`config.mk`:
```
export PLATFORM = sky130hd
export DESIGN_NAME = ddr4_cmd_fsm
export DESIGN_NICKNAME = d
export VERILOG_FILES = /design/src/rtl/ddr4_pkg.sv /design/src/rtl/ddr4_timer.sv /design/src/rtl/ddr4_cmd_fsm.sv
export SDC_FILE = /design/constraint.sdc
export NUM_CORES = 1
export LEC_CHECK = 0
export CORE_ASPECT_RATIO = 0.6
export CORE_MARGIN = 5
export CORE_UTILIZATION = 38
export DETAILED_ROUTE_END_ITERATION = 8
export PLACE_DENSITY = 0.86
export RECOVER_POWER = 25
export SETUP_SLACK_MARGIN = 0.1
export SYNTH_ARGS = -nofsm -noshare
export SYNTH_HDL_FRONTEND = slang
export SYNTH_HIERARCHICAL = 1
export SYNTH_SLANG_ARGS = --single-unit
```
`constraint.sdc`:
```
create_clock -name clock -period 3.1 [get_ports clock]
set_input_delay 0.62 -clock clock [delete_from_list [all_inputs] [get_ports clock]]
set_output_delay 0.62 -clock clock [all_outputs]
set_load 0.05 [all_outputs]
```
`src/rtl/ddr4_pkg.sv`:
```
// Shared types and widths for the DDR4 per-request command sequencer.
package ddr4_pkg;

  localparam int ROW_W    = 15;
  localparam int BANK_W   = 2;
  localparam int BG_W     = 2;
  localparam int COL_W    = 10;
  localparam int DATA_W   = 64;
  localparam int BUFFBITS = 3;
  localparam int ADDR_W   = 17;
  localparam int A10      = 10;

  // Scheduler flat-address split: {row, bank, bankgroup, column, byte-in-beat}
  localparam int MAP_BYTE_LSB = 0;
  localparam int MAP_COL_LSB  = 3;
  localparam int MAP_BG_LSB   = MAP_COL_LSB + COL_W;
  localparam int MAP_BA_LSB   = MAP_BG_LSB + BG_W;
  localparam int MAP_ROW_LSB  = MAP_BA_LSB + BANK_W;

  typedef enum logic [2:0] {
    CMD_NOP, CMD_ACT, CMD_RD, CMD_WR, CMD_PRE, CMD_PREA, CMD_REF
  } cmd_e;

  typedef enum logic [3:0] {
    S_IDLE, S_PRE, S_PREA, S_WAIT_RP, S_ACT, S_WAIT_RCD, S_COL, S_WAIT_CAS,
    S_BURST, S_WAIT_WR, S_REF, S_WAIT_RFC, S_DONE
  } state_e;

  function automatic logic [ADDR_W-1:0] col_addr(input logic ap,
                                                 input logic [COL_W-1:0] col);
    return {{(ADDR_W-COL_W-1){1'b0}}, ap, col};
  endfunction

endpackage

```
`src/rtl/ddr4_timer.sv`:
```
// Loadable down-counter shared by every wait state of the command sequencer.
module ddr4_timer #(
  parameter int W = 6
) (
  input  logic         clock,
  input  logic         reset,
  input  logic         load,
  input  logic [W-1:0] load_val,
  output logic         zero
);

  logic [W-1:0] cnt;

  always_ff @(posedge clock or negedge reset) begin
    if (!reset)           cnt <= '0;
    else if (load)        cnt <= load_val;
    else if (cnt != '0)   cnt <= cnt - W'(1);
  end

  assign zero = (cnt == '0);

endmodule

```
`src/rtl/ddr4_cmd_fsm.sv`:
```
// Sequences PRE/ACT/RD/WR/REF for one scheduled request and moves its data burst.
module ddr4_cmd_fsm
  import ddr4_pkg::*;
#(
  parameter int T_RP  = 4,
  parameter int T_RCD = 4,
  parameter int T_CL  = 5,
  parameter int T_CWL = 4,
  parameter int T_BL  = 4,
  parameter int T_WR  = 5,
  parameter int T_RFC = 20,
  parameter int CNTW  = 6
) (
  input  logic                clock,
  input  logic                reset,
  input  logic                start,
  input  logic                rw_out,
  input  logic                refresh,
  input  logic                ap,
  input  logic                PageMiss,
  input  logic                PageEmpty,
  input  logic [1:0]          PageHit,
  input  logic [ROW_W-1:0]    row,
  input  logic [BANK_W-1:0]   bank,
  input  logic [BG_W-1:0]     bankgroup,
  input  logic [COL_W-1:0]    column,
  input  logic [DATA_W-1:0]   DataOut,
  input  logic [BUFFBITS-1:0] tagread,
  output logic                done,
  output logic                buff,
  output logic [BUFFBITS-1:0] tagfsm,
  output cmd_e                cmd,
  output logic [ADDR_W-1:0]   cmd_addr,
  output logic [BANK_W-1:0]   cmd_ba,
  output logic [BG_W-1:0]     cmd_bg,
  output logic [DATA_W-1:0]   dq_out,
  output logic                dq_oe,
  input  logic [DATA_W-1:0]   dq_in,
  output logic [DATA_W-1:0]   rdata,
  output logic                rvalid,
  output state_e              dbg_state
);

  // Handshake: start is accepted only in a cycle where buff=1 (IDLE); a start
  // seen while buff=0 is dropped. Each accepted start yields exactly one done.
  state_e state, state_next;

  logic                rw_q, refresh_q, ap_q;
  logic [ROW_W-1:0]    row_q;
  logic [BANK_W-1:0]   bank_q;
  logic [BG_W-1:0]     bg_q;
  logic [COL_W-1:0]    col_q;
  logic [DATA_W-1:0]   data_q;
  logic [BUFFBITS-1:0] tag_q;
  logic [DATA_W-1:0]   rdata_q;
  logic                tmr_load, tmr_zero, rd_beat, wr_beat;
  logic [CNTW-1:0]     tmr_val;

  always_ff @(posedge clock or negedge reset) begin
    if (!reset) state <= S_IDLE;
    else        state <= state_next;
  end

  always_ff @(posedge clock or negedge reset) begin
    if (!reset) begin
      rw_q <= 1'b0; refresh_q <= 1'b0; ap_q <= 1'b0;
      row_q <= '0; bank_q <= '0; bg_q <= '0; col_q <= '0;
      data_q <= '0; tag_q <= '0;
    end else if (state == S_IDLE && start) begin
      rw_q <= rw_out; refresh_q <= refresh; ap_q <= ap;
      row_q <= row; bank_q <= bank; bg_q <= bankgroup; col_q <= column;
      data_q <= DataOut; tag_q <= tagread;
    end
  end

  assign rd_beat = (state == S_BURST) && rw_q;
  assign wr_beat = (state == S_BURST) && !rw_q;

  always_ff @(posedge clock or negedge reset) begin
    if (!reset)       rdata_q <= '0;
    else if (rd_beat) rdata_q <= dq_in;
  end

  // A timing parameter of 1 means the command itself covers the gap, so the
  // wait state is skipped entirely.
  always_comb begin
    state_next = state;
    case (state)
      S_IDLE: if (start) begin
        if (refresh)        state_next = S_PREA;
        else if (PageMiss)  state_next = S_PRE;
        else if (PageEmpty) state_next = S_ACT;
        else if (|PageHit)  state_next = S_COL;
        else                state_next = S_ACT;
      end
      S_PRE:      state_next = (T_RP > 1) ? S_WAIT_RP : S_ACT;
      S_PREA:     state_next = (T_RP > 1) ? S_WAIT_RP : S_REF;
      S_WAIT_RP:  if (tmr_zero) state_next = refresh_q ? S_REF : S_ACT;
      S_ACT:      state_next = (T_RCD > 1) ? S_WAIT_RCD : S_COL;
      S_WAIT_RCD: if (tmr_zero) state_next = S_COL;
      S_COL:      state_next = ((rw_q ? T_CL : T_CWL) > 1) ? S_WAIT_CAS : S_BURST;
      S_WAIT_CAS: if (tmr_zero) state_next = S_BURST;
      S_BURST:    if (tmr_zero)
                    state_next = (!rw_q && ap_q && T_WR > 0) ? S_WAIT_WR : S_DONE;
      S_WAIT_WR:  if (tmr_zero) state_next = S_DONE;
      S_REF:      state_next = (T_RFC > 1) ? S_WAIT_RFC : S_DONE;
      S_WAIT_RFC: if (tmr_zero) state_next = S_DONE;
      S_DONE:     state_next = S_IDLE;
      default:    state_next = S_IDLE;
    endcase
  end

  // The counter is reloaded on every state change, so each state sees a fresh count.
  assign tmr_load = (state_next != state);

  always_comb begin
    tmr_val = '0;
    case (state_next)
      S_WAIT_RP:  tmr_val = CNTW'(T_RP - 2);
      S_WAIT_RCD: tmr_val = CNTW'(T_RCD - 2);
      S_WAIT_CAS: tmr_val = rw_q ? CNTW'(T_CL - 2) : CNTW'(T_CWL - 2);
      S_BURST:    tmr_val = CNTW'(T_BL - 1);
      S_WAIT_WR:  tmr_val = CNTW'(T_WR - 1);
      S_WAIT_RFC: tmr_val = CNTW'(T_RFC - 2);
      default:    tmr_val = '0;
    endcase
  end

  ddr4_timer #(.W(CNTW)) u_timer (
    .clock    (clock),
    .reset    (reset),
    .load     (tmr_load),
    .load_val (tmr_val),
    .zero     (tmr_zero)
  );

  always_comb begin
    cmd      = CMD_NOP;
    cmd_addr = '0;
    cmd_ba   = '0;
    cmd_bg   = '0;
    case (state)
      S_PRE: begin
        cmd = CMD_PRE; cmd_ba = bank_q; cmd_bg = bg_q;
      end
      S_PREA: begin
        cmd = CMD_PREA; cmd_addr[A10] = 1'b1;
      end
      S_ACT: begin
        cmd = CMD_ACT; cmd_addr = ADDR_W'(row_q); cmd_ba = bank_q; cmd_bg = bg_q;
      end
      S_COL: begin
        cmd = rw_q ? CMD_RD : CMD_WR;
        cmd_addr = col_addr(ap_q, col_q); cmd_ba = bank_q; cmd_bg = bg_q;
      end
      S_REF:   cmd = CMD_REF;
      default: cmd = CMD_NOP;
    endcase
  end

  assign buff      = (state == S_IDLE);
  assign done      = (state == S_DONE);
  assign tagfsm    = done ? tag_q : '0;
  assign dq_oe     = wr_beat;
  assign dq_out    = wr_beat ? data_q : '0;
  assign rvalid    = rd_beat;
  assign rdata     = rd_beat ? dq_in : rdata_q;
  assign dbg_state = state;

endmodule

```
# [Yosys cells after proc, flatten, opt, wreduce, memory -nomap -nowiden]
# Index checks and enable logic that the tools add are counted.
[word_totals] ff_bits=173 in_bits=170 out_inout_bits=163 word_cells=76
[classes] n_addsub=1 n_lt_le_gt_ge=1 n_eq_ne=19 mux=29 n_reduce_logical=14
[op_table] operator="$mux W64" count=2
[op_table] operator="$pmux W4 S10" count=1
[op_table] operator="$mux W4" count=9
[op_table] operator="$eq A4 B4 Y1 const B" count=8
[op_table] operator="$pmux W5 S5" count=1
[op_table] operator="$eq A4 B3 Y1 const B" count=6
[op_table] operator="$pmux W10 S2" count=1
[op_table] operator="$pmux W3 S5" count=1
[op_table] operator="$eq A4 B2 Y1 const B" count=3
[op_table] operator="$mux W3" count=4
[op_table] operator="$mux W6" count=2
[op_table] operator="$mux W2" count=4
[op_table] operator="$reduce_or A2 Y1" count=4
[op_table] operator="$logic_not A6 Y1" count=1
[op_table] operator="$reduce_bool A6 Y1" count=1
[op_table] operator="$sub A6 B1 Y6 const B" count=1
[op_table] operator="$eq A4 B1 Y1 const B" count=1
[op_table] operator="$logic_and A1 B1 Y1" count=4
[op_table] operator="$logic_not A4 Y1" count=1
[op_table] operator="$ne A4 B4 Y1" count=1
[op_table] operator="$gt A3 B1 Y1 const B" count=1
[op_table] operator="$mux W1" count=3
[op_table] operator="$pmux W1 S3" count=1
[op_table] operator="$reduce_or A3 Y1" count=1
[op_table] operator="2 further kinds" count=2

# [Logic depth before layout (Yosys ltp)]
[logic_depth] word_depth=11 depth_mapped=13 depth_no_buf=12

# [Hierarchy]
# Netlist, hierarchy kept.
[by_module_without_submodules] module="ddr4_cmd_fsm" n_inst=1 cells_each=522 area_per_inst_um2=7181.9 seq_area_each_um2=4179.0
[by_module_without_submodules] module="ddr4_timer" n_inst=1 cells_each=41 area_per_inst_um2=379.1 seq_area_each_um2=150.1

# [Least setup slack after synthesis]
# No wires, ideal clock.
[synth_timing] kind="register to output" startpoint="reg state[2], in the netlist dbg_state[2]" endpoint="out cmd_addr[10]" arrival_time_ns=2.909 required_ns=2.480 setup_slack_ns=-0.429 stages_incl_launch_ff=5 path_buffers=2 cell_sequence="dfrtp_1 -> clkbuf_1 -> buf_1 -> a21oi_1 -> nor4_1"
[synth_via] elab_chain_cells=2 word_cells_on_any_way=4 classes_between="eq/ne: 3; mux: 1"
[synth_rtl] element="start, declared" line="ddr4_cmd_fsm.sv:46" source="state_e state, state_next;"
[synth_rtl] element="start signal, assigned" line="ddr4_cmd_fsm.sv:61" source="else state <= state_next;"
[synth_rtl] element="$eq A4 B3 Y1 / $eq A4 B2 Y1 (equally long branches)" line="ddr4_cmd_fsm.sv:142" source="case (state)"
[synth_rtl] element="$pmux W1 S3 (*)" line="ddr4_cmd_fsm.sv:142"
[synth_rtl] element="end, declared" line="ddr4_cmd_fsm.sv:33" source="output logic [ADDR_W-1:0] cmd_addr,"
# Every way passes the cells marked *; elsewhere a longest branch is shown, timed or not.

# [Worst setup path after layout]
[layout_timing] startpoint="reg u_timer.cnt[0]" endpoint="reg u_timer.cnt[0]"
[layout_via] word_cells_on_any_way=21 classes_between="add/sub: 1; eq/ne: 7; mux: 9; reduce/logical: 4"
[layout_rtl] element="start, declared" line="ddr4_timer.sv:12" source="logic [W-1:0] cnt;"
[layout_rtl] element="start signal, assigned" line="ddr4_timer.sv:16" source="else if (load) cnt <= load_val;"
[layout_rtl] element="start signal, assigned" line="ddr4_timer.sv:17" source="else if (cnt != '0) cnt <= cnt - W'(1);"
[layout_rtl] element="$logic_not A6 Y1 (*)" line="ddr4_timer.sv:20" source="assign zero = (cnt == '0);"
[layout_rtl] element="net tmr_zero" line="ddr4_cmd_fsm.sv:56" source="logic tmr_load, tmr_zero, rd_beat, wr_beat;"
[layout_rtl] element="$mux W4 (on tied branches)"
[layout_rtl] element="$pmux W4 S10 (*)" line="ddr4_cmd_fsm.sv:88" source="case (state)"
[layout_rtl] element="net state_next[1]" line="ddr4_cmd_fsm.sv:46"
[layout_rtl] element="$ne A4 B4 Y1 (*)" line="ddr4_cmd_fsm.sv:114" source="assign tmr_load = (state_next != state);"
[layout_rtl] element="net tmr_load" line="ddr4_cmd_fsm.sv:56"
[layout_rtl] element="$mux W6 / $reduce_bool A2 Y1 (equally long branches)"
# The timed path passes the listed nets; every way through them passes the cells marked *. The select of a mux whose other input is x is not followed.
# A chain may end at the register's enable or synchronous reset.

==> run metrics <==
status finished, violations left; violated checks max-capacitance violations, max-slew violations; I/O pins 333; max-cap viol count 1; CP startpoint kind register; via/cell ratio 4.89; TritonRoute pass-1 iters 5; crit end category register; synthesized cell area 0.00756 mm2; clock slew at reported path FFs 0.06 ns; Via Count 5875; drt wl/cell 20.6 um; maximum fanout along the worst path 6; worst vdd ir 0.000497 V; # setup viols final 0; cell count after placement 1148; number of synthesized flops with an enable pin 0; Pwr per Cell Area 637 mW/mm2; Ys Warns 6; Die Y 119 um; # rows 40; Final Critical Period 3.02 ns; Core Footprint 0.0198 mm2; Synth Area per Inst 13.4 um2; global-route wire length before repair 36.6 mm; Initial Util 38.2%; final hold viol count 0; Slew Limit Fails 42; Skew-Pair Late Insertion Delay 0.43 ns; post-route insts no fill 1201; slew margin rel. -56.0%; largest net degree at the start of global routing 74; GRT Total Usage 20.8%; Area growth, synth to finish 79.4%; Main synth FF type dfrtp_1; Syn Inst Count 563; Crit Path Category reg2reg; final HPWL from detailed placement 18.2 mm; arrival time worst endpoint 3.35 ns; antenna cells 0; register bit total from synthesis 173; final WL 24.7 mm; CP Data Required Time 3.43 ns; Seq/Total Area, Yosys 57.3%; maximum clock rate 0.331 GHz; final setup margin 0.0833 ns; Detail Route Antenna Nets 0; H-tree depth 4; cts bufs inserted 17; fillers 1294; vias in the first global route 6285; hold crit path type reg2reg; DIE WIDTH 192 um; CTS Buffer Depth 2; Final Skew 0.0141 ns; Final Cycle Share 97.3%; CTS tree yes; Pleak 6.15 nW; share of cells above drive strength 1 44.3%; Slew @ Worst Pin 2.34 ns; Root Buffer clkbuf_16; Clock Sinks 173; RD Place Congestion 0.833; post-synthesis cell type count 52; DRC 0; RSZ-0062 raised after global routing yes; antenna violations before repair 0; nets 1087; flop-to-flop setup slack 0.08 ns; pre-CTS setup slack -0.117 ns; Die Area 0.0229 mm2; 1st-iter DRT viols 214; fraction of registers with async set/reset 100%; port bufs 330; grt ovf 0
[power by group]
group	switching, W	leakage, nW	total (W)	internal (W)
clock	0.000900	0.285	0.00217	0.00127
combinational	0.00138	3.65	0.00295	0.00157
sequential	0.000494	2.21	0.00352	0.00302
[synthesized netlist by cell type (3+ instances only)]
master / number / area share, %
a21oi_1: 6 / 0.40
a22o_1: 11 / 1.3
a31oi_1: 3 / 0.25
and2_1: 69 / 5.7
and3_1: 7 / 0.58
and3b_1: 3 / 0.35
buf_2: 10 / 0.66
clkbuf_1: 20 / 0.99
dfrtp_1: 173 / 57
inv_1: 10 / 0.50
mux2_2: 163 / 24
nand2_1: 11 / 0.55
nand2b_1: 3 / 0.25
nand3_1: 4 / 0.26
nor2_1: 15 / 0.74
nor3_1: 6 / 0.40
o31ai_1: 4 / 0.40
xnor2_1: 3 / 0.35
[flip-flops by register name, summed over array words and instances, names as in the netlist]
| name | cells |
|---|---|
| refresh_q | 1 |
| bg_q | 2 |
| row_q | 15 |
| data_q | 64 |
| u_timer/cnt | 6 |
| rdata_q | 64 |
| col_q | 10 |
| bank_q | 2 |
| dbg_state | 4 |
| tag_q | 3 |
| ap_q | 1 |
| rw_q | 1 |
[logic make-up (layout without fill, tap and decap cells)]
group	count (synthesis)	after routing	synth area share, %
compound gates	39	39	4.10
xor+xnor	4	4	0.463
fa+ha+maj	2	2	0.331
buf+inv	45	407	2.60
flops	173	173	57.3
mux	164	164	24.4
other cells	1	4	0.0496
simple gates	135	135	10.8
[placed cells by master, fill, tap and decap left out, drive strengths merged, types with 3 or more instances in the layout]
master | netlist | routed
o31ai | 4 | 4
xnor2 | 3 | 3
and3b | 3 | 3
a31oi | 3 | 3
clkdlybuf4s50 | 0 | 178
and2 | 69 | 69
inv | 10 | 9
clkinvlp | 0 | 4
dfrtp | 173 | 173
dlygate4sd2 | 0 | 5
nand3 | 4 | 4
and3 | 7 | 7
clkbuf | 20 | 29
nor3 | 7 | 7
nand2b | 3 | 3
clkinv | 0 | 4
nand2 | 12 | 12
conb | 1 | 4
nor2 | 15 | 15
mux2 | 163 | 163
nor4 | 3 | 3
a21oi | 6 | 6
a22o | 11 | 11
buf | 15 | 174
[critical path, cell delays in order, from the launching register on]
cell and delay [ns]:
dfrtp_1 0.41, inv_2 0.09, ha_4 0.14, or4b_4 0.49, nor2_4 0.19, nand2_4 0.10
a211oi_4 0.25, o22ai_4 0.13, xor2_1 0.16, or4_4 0.52, buf_4 0.19, o31ai_2 0.25
[layout make-up]
class,instances,area [um2],area share [%]
Timing Repair Buffer,365,5030,37.0
Sequential cell,173,4340,32.0
Multi-Input combinational cell,348,3220,23.7
Clock buffer,23,488,3.60
Tap cell,273,342,2.52
Clock inverter,9,110,0.812
Inverter,10,43.8,0.323
[worst paths after layout]
kind / start / endpoint / cells after the start
setup / recovery: u_timer/cnt[0] / u_timer/cnt[0] / 11
hold / removal: data_q[27] / data_q[27] / 1
setup reg to reg: u_timer/cnt[0] / u_timer/cnt[0] / 11
hold reg to reg: data_q[27] / data_q[27] / 1
max in group asynchronous: reset / row_q[6] / 2
min in group asynchronous: reset / rdata_q[55] / 1
[stage by stage]
stage               setup TNS, ns  instance area (um2)  power (W)  util [%]  hold slack, ns
floorplan                       0                 7620    0.00500         -           0.324
global placement                0                12700    0.00589      64.1           0.478
detailed placement         -0.360                12700    0.00608      64.1           0.485
CTS                             0                13300    0.00837      67.5          0.0920
global route              -0.0775                13600    0.00908      68.6           0.509
finish                          0                13600    0.00864      68.6           0.496
[per-layer routing]
layer	routed length, um	track usage (%)
met1	9960	25.2
met2	12000	34.3
met5	0	0
met4	318	5.39
met3	2500	8.79
[repair_timing]
item,CTS,global route
setup endpoints to repair,146,134
hold buffers,0,0
resized for setup,21,37
gates cloned,0,1
pin swaps,1,3
buffers inserted,5,15
(Power assumes the default switching activity.)
==> RTL edit 1 (config.mk and constraints unchanged) <==
Make the reset (`reset`) synchronous in 4 clocked blocks.
--- a/src/rtl/ddr4_timer.sv
+++ b/src/rtl/ddr4_timer.sv
@@ -12,5 +12,5 @@
   logic [W-1:0] cnt;
 
-  always_ff @(posedge clock or negedge reset) begin
+  always_ff @(posedge clock) begin
     if (!reset)           cnt <= '0;
     else if (load)        cnt <= load_val;
--- a/src/rtl/ddr4_cmd_fsm.sv
+++ b/src/rtl/ddr4_cmd_fsm.sv
@@ -57,10 +57,10 @@
   logic [CNTW-1:0]     tmr_val;
 
-  always_ff @(posedge clock or negedge reset) begin
+  always_ff @(posedge clock) begin
     if (!reset) state <= S_IDLE;
     else        state <= state_next;
   end
 
-  always_ff @(posedge clock or negedge reset) begin
+  always_ff @(posedge clock) begin
     if (!reset) begin
       rw_q <= 1'b0; refresh_q <= 1'b0; ap_q <= 1'b0;
@@ -77,5 +77,5 @@
   assign wr_beat = (state == S_BURST) && !rw_q;
 
-  always_ff @(posedge clock or negedge reset) begin
+  always_ff @(posedge clock) begin
     if (!reset)       rdata_q <= '0;
     else if (rd_beat) rdata_q <= dq_in;
Function: differs if reset is asserted again (counterexample within 4 cycles, from zero or initial values and one cycle with reset low); with reset held inactive, the same outputs for 10 cycles.
==> RTL edit 1 against the original RTL <==
- wire length decreased by 0.89%
- non-clock buffer count decreased by 13
- largest power group unchanged
- sequential share of layout area decreased by 4.3 points
- synthesized area increased by 1.7%
- fmax increased by 3.6%
- sequential power decreased by 28%
- worst setup slack improved by 0.11 ns
- sequential cell count unchanged
- final area decreased by 7.9%
- die area increased by 1.6%
- power decreased by 29%
==> RTL edit 1: results (changes against the original RTL) <==
Max rail drop VDD = 0.370 mV (was 0.497 mV)
Layout cells sized above 1 = 0.197 (was 0.443)
Leak = 5.13 nW (was 6.15 nW)
Outcome = completed (was finished with violations)
Critical Path Fanout Max = 10 (was 6)
First-pass GRT wire length = 38.3 mm (was 36.6 mm)
Wire length per cell = 16.8 um (was 20.6 um)
P_clk = 2.08 mW (was 2.17 mW)
CP peak stage delay = 0.83 ns (was 0.52 ns)
Post-placement setup slack = 0.183 ns (was -0.117 ns)
Fraction of registers with async set/reset = 0 (was 1.00)
Area contributors post-synth = dfxtp_1 45%, and2_1 11%, nand2_1 10% (was dfrtp_1 57%, mux2_2 24%, and2_1 5.7%)
Number of global-route vias before repair = 6921 (was 6285)
Avg Vias per Cell = 4.82 (was 4.89)
Gate power share = 0.250 (was 0.341)
Clk_skew = 0.00792 ns (was 0.0141 ns)
Max stage delay cell, worst path = clkdlybuf4s50_1 (was or4_4)
Arrival time of the worst setup path = 2.29 ns (was 3.35 ns)
Top flop regs = data_q: 64 flops, rdata_q: 64 flops, row_q: 15 flops (unchanged)
Clock share of power = 0.337 (was 0.252)
Switch Pwr = 1.92 mW (was 2.77 mW)
Measured slew at the worst slew-check pin = 1.16 ns (was 2.34 ns)
H-tree level count = 4 (unchanged)
Drt first-iter violations = 394 (was 214)
Crit. Startpoint = dbg_state[1] (was u_timer/cnt[0])
GR Util All Layers = 0.206 (was 0.208)
Most used flip-flop cell after synthesis = dfxtp_1 (was dfrtp_1)
CTS Buffer Depth = 2 (unchanged)
Gpl congestion = 0.860 (was 0.833)
Post-CTS Setup Bufs = 0 (was 5)
Top post-synthesis cells by count = 206 x nand2_1, 173 x dfxtp_1, 141 x and2_1, 69 x a21boi_0, 41 x mux2_1 (was 173 x dfrtp_1, 163 x mux2_2, 69 x and2_1, 20 x clkbuf_1, 15 x nor2_1)
Post-detail-place hpwl = 17.9 mm (was 18.2 mm)
Filler cell count = 1587 (was 1294)
Distinct cells, synth = 53 (was 52)
NumNets Final = 1344 (was 1087)
Sequential element share of the synthesized area = 0.450 (was 0.573)
FF-to-FF Start = u_timer/cnt[2] (was u_timer/cnt[0])
Min-delay src = data_q[60] (was data_q[27])
Post_cts resized = 5 (was 21)
## RTL edit 1: cell types whose count changed in the layout (fill, tap and decap cells not counted), sizes merged, moves of 7 or more
cell and change:
a21boi +100, and2 +74, and3 -7, dfrtp -173, dfxtp +173, mux2 -99
nand2 +194, nand3 +10, o21ai +7
## RTL edit 1: through the flow
step | std cells | util
floorplan | 864 | -
global placement | 1425 | 0.597
detailed placement | 1425 | 0.597
CTS | 1458 | 0.627
global route | 1458 | 0.626
finish | 1458 | 0.626
## RTL edit 1: final timing paths
| path | cells after the start | slack (ns) | end |
|---|---|---|---|
| setup / recovery | 4 | 0.19 | buff |
| setup reg to reg | 10 | 0.28 | u_timer/cnt[0] |
| hold reg to reg | 2 | 0.45 | data_q[60] |
| hold / removal | 2 | 0.45 | data_q[60] |
## RTL edit 1: layer usage
metal  part of all wire  up-vias  global-route usage
li1                   -     3448                   -
met1               0.43     3293               0.255
met2               0.47      255               0.339
met3              0.087       28              0.0808
met4              0.015        0              0.0526
met5                  0        -                   0
## RTL edit 1: worst max-delay path: cells and delay by family, from the launching register on
family | cells | cell delay, ns
buffers and inverters | 3 | 1.23
DFF | 1 | 0.36
and+or+nand+nor | 1 | 0.26
## RTL edit 1: area by class of cell
cell class | instances | area [um^2] | share of cell area
Clock buffer | 24 | 492 | 0.0394
Clock inverter | 8 | 82.6 | 0.00661
Inverter | 11 | 41.3 | 0.00331
Multi-Input combinational cell | 617 | 3920 | 0.314
Sequential cell | 173 | 3460 | 0.277
Tap cell | 273 | 342 | 0.0273
Timing Repair Buffer | 352 | 4150 | 0.333
## RTL edit 1: logic make-up after synthesis
logic type      share of synthesized area
flops                               0.450
compound gates                      0.147
other cells                      0.000488
simple gates                        0.252
buf+inv                            0.0483
fa+ha+maj                         0.00325
mux                                0.0950
xor+xnor                          0.00342
==> RTL edit 2 (same settings) <==
Made on the original files. The package constant `BG_W` goes from 2 to 4.
--- a/src/rtl/ddr4_pkg.sv
+++ b/src/rtl/ddr4_pkg.sv
@@ -4,5 +4,5 @@
   localparam int ROW_W    = 15;
   localparam int BANK_W   = 2;
-  localparam int BG_W     = 2;
+  localparam int BG_W     = 4;
   localparam int COL_W    = 10;
   localparam int DATA_W   = 64;
Interface: changed (resized bankgroup and cmd_bg); port bits go from 333 to 337. No check against the original RTL was run, so the function may have changed too.
==> RTL edit 2 against the original RTL <==
- the run still ends with capacitance limit, slew limit left
- clock skew shrank 0.0078 ns
- final area decreased by 1.8%
- worst setup slack gained 0.084 ns
- synthesized area rose by 7.9%
- power increased by 8.1%
- sequential cell count is 2 higher
- wire length down 2.8%
- worst hold slack improved by 0.00055 ns
- sequential share of layout area grew 0.89 points
- non-clock buffer count is 10 lower
==> RTL edit 2: results (changes against the original RTL) <==
Outcome = finished with violations (unchanged)
Arrival time of the worst setup path = 3.26 ns (was 3.35 ns)
Distinct cells, synth = 54 (was 52)
Failing checks = capacitance limit, slew limit (unchanged)
NumNets Final = 1100 (was 1087)
Max stage delay cell, worst path = or4b_4 (was or4_4)
Dpl cell area = 0.0126 mm^2 (was 0.0127 mm^2)
Avg Vias per Cell = 4.79 (was 4.89)
Slew Limit Fails = 74 (was 42)
Post-detail-place hpwl = 18.0 mm (was 18.2 mm)
Number of global-route vias before repair = 6372 (was 6285)
Filler cell count = 1519 (was 1294)
Area contributors post-synth = dfrtp_1 54%, mux2_4 17%, mux2_2 10% (was dfrtp_1 57%, mux2_2 24%, and2_1 5.7%)
Share of the synthesized area in the top cell type = 0.537 (was 0.573)
First-pass GRT wire length = 36.6 mm (about the same)
Max-Cap Viols = 1 (unchanged)
Pint = 6.12 mW (was 5.87 mW)
Clk_skew = 0.00627 ns (was 0.0141 ns)
Via count = 5832 (was 5875)
Largest net degree at the start of global routing = 96 (was 74)
# placed instances = 1182 (was 1148)
Max rail drop VDD = 0.491 mV (was 0.497 mV)
Critical Path Fanout Max = 7 (was 6)
F_max = 0.341 GHz (was 0.331 GHz)
CP peak stage delay = 0.48 ns (was 0.52 ns)
Post-placement setup slack = 0.0999 ns (was -0.117 ns)
Crit path to = u_timer/cnt[2] (was u_timer/cnt[0])
Leak = 6.25 nW (was 6.15 nW)
Mapped Cells = 587 (was 563)
Sequential element share of the synthesized area = 0.537 (was 0.573)
Top post-synthesis cells by count = 175 x dfrtp_1, 90 x mux2_4, 75 x and2_1, 75 x mux2_2, 15 x buf_2 (was 173 x dfrtp_1, 163 x mux2_2, 69 x and2_1, 20 x clkbuf_1, 15 x nor2_1)
==> RTL edit 2: how the worst min path moves through the flow <==
stage	from	to	slack (ns)	depth (start not counted)
2_1_floorplan	reset	ap_q	0.32	0
3_3_place_gp	rdata_q[20]	rdata_q[20]	0.48	1
3_5_place_dp	rdata_q[33]	rdata_q[33]	0.48	1
4_1_cts	reset	data_q[42]	0.22	1
5_1_grt	rdata_q[55]	rdata_q[55]	0.51	1
6_report	rdata_q[33]	rdata_q[33]	0.50	1
==> RTL edit 2: per-layer routing <==
| layer | up-vias | part of all wire | track usage |
|---|---|---|---|
| met3 | 27 | 0.092 | 0.0773 |
| met1 | 2885 | 0.41 | 0.249 |
| met5 | - | 0 | 0 |
| met2 | 215 | 0.48 | 0.312 |
| li1 | 2705 | - | - |
| met4 | 0 | 0.014 | 0.0457 |
==> RTL edit 2: final cells by class <==
| class | instances | share of cell area |
|---|---|---|
| sequential | 175 | 0.329 |
| timing repair buffer | 355 | 0.325 |
| multi-input combinational | 365 | 0.271 |
| clock buffer | 21 | 0.0361 |
| tap | 279 | 0.0262 |
| clock inverter | 11 | 0.00958 |
| inverter | 12 | 0.00338 |
==> RTL edit 2: per-stage QoR <==
step	power (mW)	utilization
3_5_place_dp	6.91	0.598
6_report	9.34	0.632
4_1_cts	9.18	0.627
5_1_grt	9.81	0.632
2_1_floorplan	5.71	-
3_3_place_gp	6.80	0.598
==> RTL edit 2: power groups by stage <==
stage | logic (mW) | registers, mW | clock network [mW]
after floorplan | 2.40 | 3.30 | 0
after global placement | 3.46 | 3.34 | 0
after detailed placement | 3.54 | 3.37 | 0
after CTS | 3.56 | 3.35 | 2.27
after global routing | 4.01 | 3.43 | 2.36
final | 3.77 | 3.35 | 2.21
==> RTL edit 2: cell families after synthesis <==
logic type                 share of synthesized area
buffers and inverters                         0.0368
AOI/OAI and AO/OA                             0.0434
xor gates and xnor gates                     0.00215
and+or+nand+nor                                0.104
muxes                                          0.273
adders and majority gates                    0.00307
other                                       0.000460
DFF                                            0.537
==> RTL edit 2: what timing repair did <==
item / CTS / global route
resized for setup: 2 / 22
endpoints found under the setup margin: 74 / 22
pin swaps: 0 / 7
hold endpoints to repair: 0 / 0
hold buffers: 0 / 0
buffers inserted: 0 / 4
==> RTL edit 2: worst register-to-register path, stage by stage, from the launching register on <==
cell and delay (ns):
dfrtp_1 0.42, inv_2 0.10, ha_4 0.13, or4b_4 0.48, nor2_4 0.21, and3b_1 0.20, o211ai_1 0.19, o211ai_2 0.13
mux2i_1 0.20, nand4b_1 0.30, buf_6 0.25, o31ai_2 0.24
